--- src/rtl/tdm_serializer.sv ---
// tdm_serializer: round-robin 4-channel word arbiter feeding an MSB-first serial line with demux selects
module tdm_serializer #(
    parameter int DATA_W = 8
) (
    input  logic              clk,
    input  logic              rst_n,
    input  logic [DATA_W-1:0] ch_data0,
    input  logic [DATA_W-1:0] ch_data1,
    input  logic [DATA_W-1:0] ch_data2,
    input  logic [DATA_W-1:0] ch_data3,
    input  logic [3:0]        ch_valid,
    output logic [3:0]        ch_ready,
    output logic              ser_out,
    output logic              sel0,
    output logic              sel1,
    output logic              ser_valid,
    output logic              frame_start
);
    localparam int CNT_W = $clog2(DATA_W);
    typedef enum logic {IDLE, SHIFT} state_t;
    state_t             state, state_nx;
    logic [1:0]         rr_ptr, gnt_idx;
    logic               gnt_any, accept;
    logic [DATA_W-1:0]  sh, gnt_word;
    logic [CNT_W-1:0]   cnt;
    // lowest offset from rr_ptr wins, so scan offsets downward and let the last hit stand
    always_comb begin
        gnt_idx = rr_ptr;
        for (int k = 3; k >= 0; k--)
            if (ch_valid[rr_ptr + 2'(k)]) gnt_idx = rr_ptr + 2'(k);
    end
    assign gnt_any     = |ch_valid;
    assign accept      = state == IDLE && gnt_any;
    assign ch_ready    = (rst_n && accept) ? 4'b0001 << gnt_idx : 4'b0000;
    assign gnt_word    = gnt_idx == 2'd0 ? ch_data0 :
                         gnt_idx == 2'd1 ? ch_data1 :
                         gnt_idx == 2'd2 ? ch_data2 : ch_data3;
    assign ser_valid   = state == SHIFT;
    assign ser_out     = ser_valid & sh[DATA_W-1];
    assign frame_start = ser_valid && cnt == CNT_W'(DATA_W-1);
    always_comb begin
        state_nx = state;
        if (state == IDLE) state_nx = gnt_any ? SHIFT : IDLE;
        else               state_nx = cnt == '0 ? IDLE : SHIFT;
    end
    always_ff @(posedge clk or negedge rst_n) begin
        if (!rst_n) begin
            state  <= IDLE;
            rr_ptr <= 2'd0;
            sh     <= '0;
            cnt    <= '0;
            sel0   <= 1'b0;
            sel1   <= 1'b0;
        end else begin
            state <= state_nx;
            if (accept) begin
                sh           <= gnt_word;
                {sel1, sel0} <= gnt_idx;
                cnt          <= CNT_W'(DATA_W-1);
            end else if (state == SHIFT) begin
                sh  <= sh << 1;
                cnt <= cnt - 1'b1;
                if (cnt == '0) rr_ptr <= {sel1, sel0} + 2'd1;
            end
        end
    end
endmodule

--- config.mk ---
export PLATFORM = sky130hd
export DESIGN_NAME = tdm_serializer
export DESIGN_NICKNAME = d
export VERILOG_FILES = /design/src/rtl/tdm_serializer.sv
export SDC_FILE = /design/constraint.sdc
export NUM_CORES = 1
export LEC_CHECK = 0
export CORE_ASPECT_RATIO = 2
export CORE_MARGIN = 5
export CORE_UTILIZATION = 30
export CTS_BUF_LIST = sky130_fd_sc_hd__clkbuf_4 sky130_fd_sc_hd__clkbuf_8
export DETAILED_ROUTE_END_ITERATION = 10
export SETUP_SLACK_MARGIN = 0.4
export SLEW_MARGIN = 20
export SYNTH_ARGS = -nofsm -noshare
export SYNTH_HDL_FRONTEND = slang
export SYNTH_SLANG_ARGS = --single-unit
--- constraint.sdc ---
create_clock -name clk -period 2.6 [get_ports clk]
set_clock_uncertainty 0.2 [all_clocks]
set_input_delay 0.78 -clock clk [delete_from_list [all_inputs] [get_ports clk]]
set_output_delay 0.78 -clock clk [all_outputs]
set_load 0.02 [all_outputs]
* Word-level counts from Yosys, hierarchy flattened
Index checks and enable logic that the tools add are counted. Widths: inputs -> output; s select.
Word-level totals: bits in latches 0, memories kept 0, ROM bits 0, flip-flop bits (word level) 16, word-level logic and storage cells 53, input port bits 38, output and inout bits 9, RAM bits 0
Operators by class: bitwise logic cells 3, multiply operators 0, div/mod/pow operators 0, shift-type cells 1, magnitude comparators 4, reduce and logical (&&, ||, !) cells 8, equal/unequal tests 3, mux-type cells 23, $add $sub $neg 5
Operators by type and width (number):
- $mux 8 | 5
- $lt 2x3->1 const B | 4
- $bmux 1 s2 | 4
- $mux 2 | 4
- $mux 1 | 7
- $mux 3 | 2
- $add 2x1->2 const B | 2
- $add 2x2->2 const B | 2
- $mux 4 | 1
- $reduce_or 4->1 | 1
- $shl 1x2->4 const A | 1
- $eq 3x3->1 const B | 1
- $logic_and 1x1->1 | 3
- $logic_not 3->1 | 1
- $reduce_and 3->1 | 1
- $sub 3x1->3 const B | 1
- $eq 2x1->1 const B | 1
- $eq 2x2->1 const B | 1
- $logic_not 2->1 | 1
- $not 1->1 | 2
- $reduce_bool 2->1 | 1
- $and 1x1->1 | 1

* Longest topological paths before layout
Gate-level depths: netlist (run 1).
word-level depth 12, mapped depth 7

* Worst setup path before layout (run 1)
Ideal clock, no wire load.
path type input to output, start point input port ch_valid[3], end point output port ch_ready[0], arrival 2.039 ns, data required time 1.620 ns, path buffers 2, setup slack -0.419 ns, cell stages on the path 7, cell sequence or2_1 a21oi_1 or3_1 buf_6 buf_12 nand3_1 nor2_1
Between the ends: word-level cells in the longest chain between the ends 8, elaborated cells on any way between the ends 17, those cells by class 1 x shift; 13 x mux; 3 x reduce/logical
RTL lines:
- start: declaration | RTL line 11 | input logic [3:0] ch_valid,
- $bmux 1 s2 | RTL line 30 | if (ch_valid[rr_ptr + 2'(k)]) gnt_idx = rr_ptr + 2'(k);
- $mux 1 (not written as such) | RTL line 30
- $mux 2 (4 in a row) | RTL line 30
- $shl 1x2->4 | RTL line 34 | assign ch_ready = (rst_n && accept) ? 4'b0001 << gnt_idx : 4'b0000;
- $mux 4 (*) | RTL line 34
- end: declaration | RTL line 12 | output logic [3:0] ch_ready,
Every way passes the cells marked *; elsewhere a longest branch is shown, timed or not. The select of a mux whose other input is x is not followed.

* Worst setup path after layout (run 1)
start point input port ch_valid[0], end point output port ch_ready[1]
Same word-level chain as after synthesis.

==> results.txt, run 1 <==
Synth top area cells = dfrtp_1 (37%), mux2i_1 (13%), a221oi_1 (4.9%)
Violated checks = negative setup slack
Worst-Margin Slew = 0.464 ns
Vias = 1205
Switching share of power = 0.393
CTS H-tree depth = 1
Placed cell count = 224
Non-Filler Instances = 243
# IOs = 47
Height of the die = 94.8 um
Critical Path RT = 1.62 ns
Core Area = 3570 um^2
Synth cell types = 39
Critical-path top delay cell = o21a_1
Period utilization = 1.12
Slew Limit Fails = 0
Clock Power Share = 0.097
DIE WIDTH = 52.4 um
Synthesis Warnings = 0
Critical path startpoint category = primary input
Worst setup path class = in2out
N_diodes = 0
Critical Path Sink Type = output pin
Seq pwr share = 0.248
CP dominant cell by count = buf_6
GPL Wtd Cong = 0.691
Synth Register Bits = 16
Pwr dens = 848 nW/um^2
Combinational Power Share = 0.655
Main flop type after synthesis = dfrtp_1
Seq/Total Area, Yosys = 0.371
Clk buf depth = 2
Worst path max stage delay = 0.22 ns
WHS = 0.344 ns
Global Route Usage Sum = 0.170
WL final = 3800 um
Antenna viol nets, final = 0
Synthesized cell area = 1080 um^2
Setup tns final = -1.20 ns
Leakage = 0.948 nW
Final worst slack = -0.318 ns
First-pass GRT wire length = 6290 um
Wire per inst = 15.7 um
# hold bufs at CTS = 0
Share of layout cells above drive strength 1 = 0.443
Slew headroom = 0.683
RSZ-0062 raised after global routing = true
HP Class = reg2reg
Final Hold Fails = 0
Post-Place Worst Slack = -1.20 ns
Internal power = 1.11 mW
Synth area leader = dfrtp_1
Max_cap viols = 0
Outcome = finished with violations
Crit path max fanout = 4
Clock edge transition at the registers on the reported setup and hold paths = 0.05 ns
Arr. time, crit path = 1.94 ns
Port Buffers = 46
Floorplan row count = 31
CTS Buf Count = 3
Vias in the first global route = 1400
Syn Nets = 151
Asr flop ratio synth = 1.00
Routed vias/inst = 4.96
Initial DRC Count = 31
CTS tree = yes
Final setup violation count = 4
R2R cell count = 5
Initial antenna violation count = 0
Net load switching power = 720 uW
Number of synthesized flops with an enable pin = 0
Avg Synthesized Cell Area = 9.80 um^2
Largest net degree at the start of global routing = 16
Die area = 4970 um^2
WHS Path Cells = 2
Crit-path cells = buf_8 -> nor2b_4 -> o21a_1 -> buf_6 -> nor3_4 -> nand3_2 -> nor2_2 -> buf_6
Synth top area share = 0.371
Fin crit period = 2.92 ns
Dpl hpwl = 2720 um
Max VDD drop = 0.480 mV
CTS root buf = clkbuf_8
# clock sinks = 16
Area delta synth->final = 100%
Grt total ovfl = 0
DRC Markers = 0
Synth Instances = 110
Pre-antenna DRT Iters = 4
Fmax = 343 MHz
Worst skew pair latency = 0.24 ns
Initial Utilization = 0.302
Final nets = 237
-- placed cells by master (no fill, tap or decap), types with 3 or more instances in the layout --
master,netlist,routed
clkdlybuf4s50_1,0,33
buf_4,0,31
dfrtp_1,16,16
buf_6,1,10
mux2i_1,14,9
o22ai_1,7,7
nand2_1,6,6
nor2_1,12,5
nor2_4,0,5
a221oi_2,1,5
mux2i_2,0,4
nor2b_4,0,3
inv_1,4,3
ha_1,3,3
clkbuf_8,0,3
buf_8,0,3
dlygate4sd2_1,0,3
-- path summary, 6_finish.rpt --
path | slack, ns | endpoint | start
setup / recovery | -0.32 | ch_ready[1] | ch_valid[0]
hold / removal | 0.34 | cnt[2] | cnt[2]
hold reg to reg | 0.34 | cnt[2] | cnt[2]
max in group asynchronous | 1.20 | sel0 | rst_n
setup reg to reg | 0.31 | sh[0] | rr_ptr[1]
min in group asynchronous | 0.73 | sh[0] | rst_n
-- state kept, by name, summed over array words and instances (netlist names) --
register   count
sel0           1
sh             8
sel1           1
cnt            3
ser_valid      1
rr_ptr         2
-- Yosys cell counts (2+ instances only) --
cell	n
o21ai_0	3
mux2i_1	14
and2_1	2
clkbuf_1	2
nor3_1	2
nor2_1	12
nand2_1	6
o22ai_1	7
a21oi_1	3
a221oi_1	6
nand3_1	2
inv_1	4
and3_1	2
ha_1	3
dfrtp_1	16
nor2b_1	3
-- power groups by stage --
| stage | registers (mW) | clock network, mW | logic [mW] |
|---|---|---|---|
| floorplan | 0.462 | 0 | 0.565 |
| global placement | 0.454 | 0 | 0.884 |
| detailed placement | 0.458 | 0 | 0.907 |
| CTS | 0.454 | 0.186 | 1.13 |
| global route | 0.469 | 0.194 | 1.29 |
| finish | 0.454 | 0.177 | 1.20 |
-- critical path: cells and delay by family --
| kind | cells | cell delay, ns |
|---|---|---|
| compound gates | 1 | 0.22 |
| buf+inv | 3 | 0.35 |
| simple gates | 4 | 0.57 |
-- repair_timing --
item | 4_1_cts | 5_1_grt
endpoints found under the setup margin | 23 | 17
pin swaps | 15 | 7
cloned | 0 | 0
gates resized for setup | 84 | 19
setup buffers | 15 | 1
-- cells by family (layout without fill, tap and decap cells) --
group | after synthesis | after routing | synth area share
AOI/OAI and AO/OA | 29 | 29 | 0.220
xor gates and xnor gates | 2 | 2 | 0.0162
adders and majority gates | 3 | 3 | 0.0348
buffers and inverters | 9 | 93 | 0.0534
DFF | 16 | 16 | 0.371
muxes | 14 | 14 | 0.130
and+or+nand+nor | 37 | 37 | 0.174
-- layout make-up --
| cell class | instances | area (um^2) |
|---|---|---|
| Clock buffer | 3 | 41.3 |
| Fill cell | 318 | 1410 |
| Inverter | 5 | 21.3 |
| Multi-Input combinational cell | 85 | 831 |
| Sequential cell | 16 | 400 |
| Tap cell | 49 | 61.3 |
| Timing Repair Buffer | 85 | 802 |
-- metrics by stage --
| stage | total power [mW] | cell area (um^2) | util |
|---|---|---|---|
| 2_1_floorplan | 1.03 | 1150 | - |
| 5_1_grt | 1.95 | 2160 | 0.604 |
| 3_3_place_gp | 1.34 | 1810 | 0.507 |
| 4_1_cts | 1.77 | 2090 | 0.586 |
| 3_5_place_dp | 1.36 | 1810 | 0.507 |
| 6_report | 1.83 | 2160 | 0.604 |
-- layer usage --
metal	vias up	wire, um	track usage
met5	-	0	0
met4	0	108	0.0704
met3	8	132	0.0221
met2	36	2320	0.334
met1	577	1250	0.165
li1	584	-	-
Note: power is estimated with default switching activity, not from simulation.
==> run 2: changes to the inputs <==
- RECOVER_POWER: unset -> 50
==> results.txt, run 2 (same netlist as run 1, synthesis figures left out) <==
Buf/Inv on CP = 3
Routed vias/inst = 4.96
Violated checks = negative setup slack
Antenna viol nets, final = 0
Top Registers = sh: 8 flops, cnt: 3 flops, rr_ptr: 2 flops
Met2 WL = 2320 um
Final Hold Fails = 0
Worst-Margin Slew = 0.464 ns
Most frequent cells in the layout = clkdlybuf4s50_1 (33), buf_4 (30), dfrtp_1 (16), buf_6 (10), mux2i_1 (9)
Final setup violation count = 4
Outcome = finished with violations
WL final = 3810 um
Fin crit period = 2.92 ns
Design Power = 1.82 mW
Crit-path cells = buf_8 -> nor2b_4 -> o21a_1 -> buf_6 -> nor3_4 -> nand3_2 -> nor2_2 -> buf_6
Initial Utilization = 0.302
Arr. time, crit path = 1.94 ns
Met3 wire length = 132 um
RSZ-0062 raised after global routing = true
N_diodes = 0
CP dominant cell by count = buf_6
Max_cap viols = 0
Final worst slack = -0.318 ns
Clock edge transition at the registers on the reported setup and hold paths = 0.05 ns
CTS tree = yes
Die area = 4970 um^2
GPL Wtd Cong = 0.691
Wl on met1 = 1250 um
Global Route Usage Sum = 0.170
Vias = 1205
Pwr dens = 847 nW/um^2
Most common cell after layout, fill and taps aside = clkdlybuf4s50_1
Slew headroom = 0.683
Wire per inst = 15.7 um
Dpl hpwl = 2720 um
# clock sinks = 16
Worst skew pair latency = 0.24 ns
Critical path startpoint category = primary input
CTS Buf Count = 3
Initial antenna violation count = 0
Critical Path RT = 1.62 ns
Post-Place Worst Slack = -1.20 ns
Placed cell areas = 1810 um^2
CTS H-tree depth = 1
Max reg flops = 8
Final nets = 237
WHS = 0.344 ns
Height of the die = 94.8 um
Initial DRC Count = 31
# IOs = 47
Critical Path Sink Type = output pin
CTS root buf = clkbuf_8
Core Area = 3570 um^2
HP Class = reg2reg
Grt total ovfl = 0
DRC Markers = 0
Critical-path top delay cell = o21a_1
# hold bufs at CTS = 0
Worst setup path class = in2out
Slew Limit Fails = 0
Pre-antenna DRT Iters = 4
Area delta synth->final = 99.7%
Port Buffers = 46
Largest net degree at the start of global routing = 16
Leakage = 0.944 nW
Share of layout cells above drive strength 1 = 0.438
DIE WIDTH = 52.4 um
Max VDD drop = 0.480 mV
Crit-path leading delay family = simple AND/OR/NAND/NOR gates
Fin util = 0.603
Crit path max fanout = 4
Top reg by flops = sh
Vias in the first global route = 1400
Clk buf depth = 2
Post-route cell area = 2150 um^2
Fmax = 343 MHz
Worst path max stage delay = 0.22 ns
Highest metal used = met4
Floorplan row count = 31
First-pass GRT wire length = 6290 um
Period utilization = 1.12
-- run 2: cell types whose count changed in the layout (fill, tap and decap cells not counted), sizes merged --
cell    change
buf         -1
clkbuf      +1
-- run 2: tightest hold or removal path, delay by kind of cell, from the launching register on --
| family | cells | cell delay (ns) |
|---|---|---|
| DFF | 1 | 0.37 |
| and+or+nand+nor | 1 | 0.06 |
| xor gates and xnor gates | 1 | 0.08 |
-- run 2: area by class of cell --
| cell class | count | area (um^2) |
|---|---|---|
| repair buffers | 85 | 798 |
| well taps | 49 | 61.3 |
| flip-flops and latches | 16 | 400 |
| inverters | 5 | 21.3 |
| fillers | 318 | 1420 |
| clock buffers | 3 | 41.3 |
| multi-input cells | 85 | 831 |
-- run 2: timing repair --
item	CTS	global route
resized for setup	84	19
setup endpoints to repair	23	17
pin swaps	15	7
buffers inserted	15	1
hold endpoints to repair	0	0
-- run 2: final timing paths --
check,from,to,slack [ns],depth (start not counted)
max,ch_valid[0],ch_ready[1],-0.32,8
min,cnt[2],cnt[2],0.34,2
max reg2reg,rr_ptr[1],sh[0],0.31,5
min reg2reg,cnt[2],cnt[2],0.34,2
max in group asynchronous,rst_n,sel0,1.20,2
min in group asynchronous,rst_n,sh[0],0.73,2
-- run 2: per-layer routing --
metal	global-route usage	up-vias
met5	0	-
met4	0.0704	0
met3	0.0221	8
met2	0.334	36
met1	0.165	577
li1	-	584
-- run 2: where the power goes --
| group | internal, mW | switching [mW] | total (mW) |
|---|---|---|---|
| clock network | 0.102 | 0.0747 | 0.177 |
| logic | 0.637 | 0.554 | 1.19 |
| registers | 0.363 | 0.0910 | 0.454 |
-- run 2: stage by stage --
stage | instances | setup TNS (ns)
after floorplan | 110 | -0.598
final | 243 | -1.20
after detailed placement | 224 | -10.95
after global routing | 243 | -1.43
after CTS | 242 | -1.08
after global placement | 224 | -10.59
==> run 3: changes to the inputs <==
- CAP_MARGIN: unset -> 20
- GPL_TIMING_DRIVEN: unset -> 0
==> results.txt, run 3 (same netlist as run 1, synthesis figures left out) <==
Outcome = finished with violations
Violated checks = negative setup slack
Fin crit period = 3.06 ns
Clock edge transition at the registers on the reported setup and hold paths = 0.06 ns
# IOs = 47
Final worst slack = -0.460 ns
WHS Path Cells = 1
WHS = 0.311 ns
Critical Path RT = 1.62 ns
Critical Path Sink Type = output pin
Setup tns final = -3.81 ns
Period utilization = 1.18
Final Hold Fails = 0
Port Buffers = 46
CTS H-tree depth = 1
Initial DRC Count = 6
CP startpoint = ch_valid[2]
Design Power = 1.83 mW
N_diodes = 0
Wire per inst = 15.0 um
FF-to-FF Start = rr_ptr[1]
Worst-Margin Slew = 0.490 ns
Share of layout cells above drive strength 1 = 0.368
Global Route Usage Sum = 0.147
Max reg flops = 8
# hold bufs at CTS = 0
Grt total ovfl = 0
Crit path max fanout = 5
Pwr dens = 878 nW/um^2
Clk buf depth = 2
Top reg by flops = sh
Core Area = 3570 um^2
Reg-to-Reg End = sh[5]
Worst skew pair latency = 0.24 ns
Pre-antenna DRT Iters = 2
CTS root buf = clkbuf_8
GPL Wtd Cong = 0.720
Initial antenna violation count = 0
RSZ-0062 raised after global routing = true
Slew headroom = 0.674
DRC Markers = 0
Placed cell count = 205
Worst Hold Launch = cnt[0]
Fmax = 327 MHz
Top Registers = sh: 8 flops, cnt: 3 flops, rr_ptr: 2 flops
DIE WIDTH = 52.4 um
Routed vias/inst = 4.92
Floorplan row count = 31
Max_cap viols = 0
# clock sinks = 16
Die area = 4970 um^2
Worst setup path class = in2out
Leakage = 0.903 nW
Initial Utilization = 0.302
First-pass GRT wire length = 5500 um
Largest net degree at the start of global routing = 19
Worst reg-to-reg setup slack = -0.10 ns
Final setup violation count = 12
Non-Filler Instances = 231
Dpl hpwl = 2450 um
Most frequent cells in the layout = clkdlybuf4s50_1 (32), dfrtp_1 (16), buf_6 (14), buf_4 (14), mux2i_1 (13)
Final nets = 225
R2R cell count = 13
Max VDD drop = 0.443 mV
Area delta synth->final = 93.0%
Most common cell after layout, fill and taps aside = clkdlybuf4s50_1
WL final = 3460 um
Vias in the first global route = 1228
Arr. time, crit path = 2.08 ns
Hold path endpoint = cnt[0]
Antenna viol nets, final = 0
HP Class = reg2reg
CTS Buf Count = 3
Critical path startpoint category = primary input
Vias = 1136
Slew Limit Fails = 0
Height of the die = 94.8 um
CTS tree = yes
-- run 3: changes by cell type in the layout (fill, tap and decap cells not counted), sizes merged --
cell | before | now
buf | 47 | 35
clkdlybuf4s15 | 0 | 1
clkdlybuf4s50 | 33 | 32
dlygate4sd2 | 3 | 2
dlymetal6s2s | 0 | 1
-- run 3: timing repair --
item / CTS / global route
pin swaps: 13 / 13
endpoints found under the hold margin: 0 / 0
endpoints found under the setup margin: 22 / 16
cloned: 1 / 0
gates resized for setup: 85 / 17
buffers inserted: 16 / 6
-- run 3: worst max path at each step --
stage                             end  slack (ns)  depth (start not counted)
final                     ch_ready[0]       -0.46                          9
after global routing      ch_ready[1]       -0.52                          9
after CTS                 ch_ready[0]       -0.49                          9
after detailed placement  ch_ready[2]       -1.57                          9
after global placement    ch_ready[2]       -1.54                          9
after floorplan           ch_ready[2]       -0.25                          7
-- run 3: cell type report --
class	count	area, um^2
buffer	4	43.8
clock buffer	3	41.3
tap	49	61.3
timing repair buffer	69	701
inverter	5	18.8
sequential	16	400
fill	329	1490
multi-input combinational	85	816
-- run 3: metal layers --
metal,track usage,vias up,part of all wire
met3,0.0269,5,0.050
li1,-,564,-
met4,0.0512,0,0.014
met2,0.294,29,0.60
met5,0,-,0
met1,0.140,538,0.34
-- run 3: critical path, cell delays in order --
cell,delay (ns)
buf_8,0.11
nor2b_4,0.12
o21a_1,0.20
or3_1,0.37
buf_6,0.13
buf_12,0.12
nand3_4,0.09
nor2_4,0.04
buf_6,0.12
-- run 3: per-stage QoR --
stage | utilization | instance area [um^2] | setup WS [ns]
3_5_place_dp | 0.470 | 1680 | -1.57
4_1_cts | 0.553 | 1970 | -0.492
5_1_grt | 0.583 | 2080 | -0.516
3_3_place_gp | 0.470 | 1680 | -1.54
2_1_floorplan | - | 1150 | -0.246
6_report | 0.583 | 2080 | -0.460
-- run 3: power by group --
part,switching (mW),leakage [nW],internal (mW),total [mW]
combinational,0.533,0.686,0.653,1.19
clock,0.0771,0.0216,0.102,0.180
sequential,0.0992,0.195,0.363,0.462
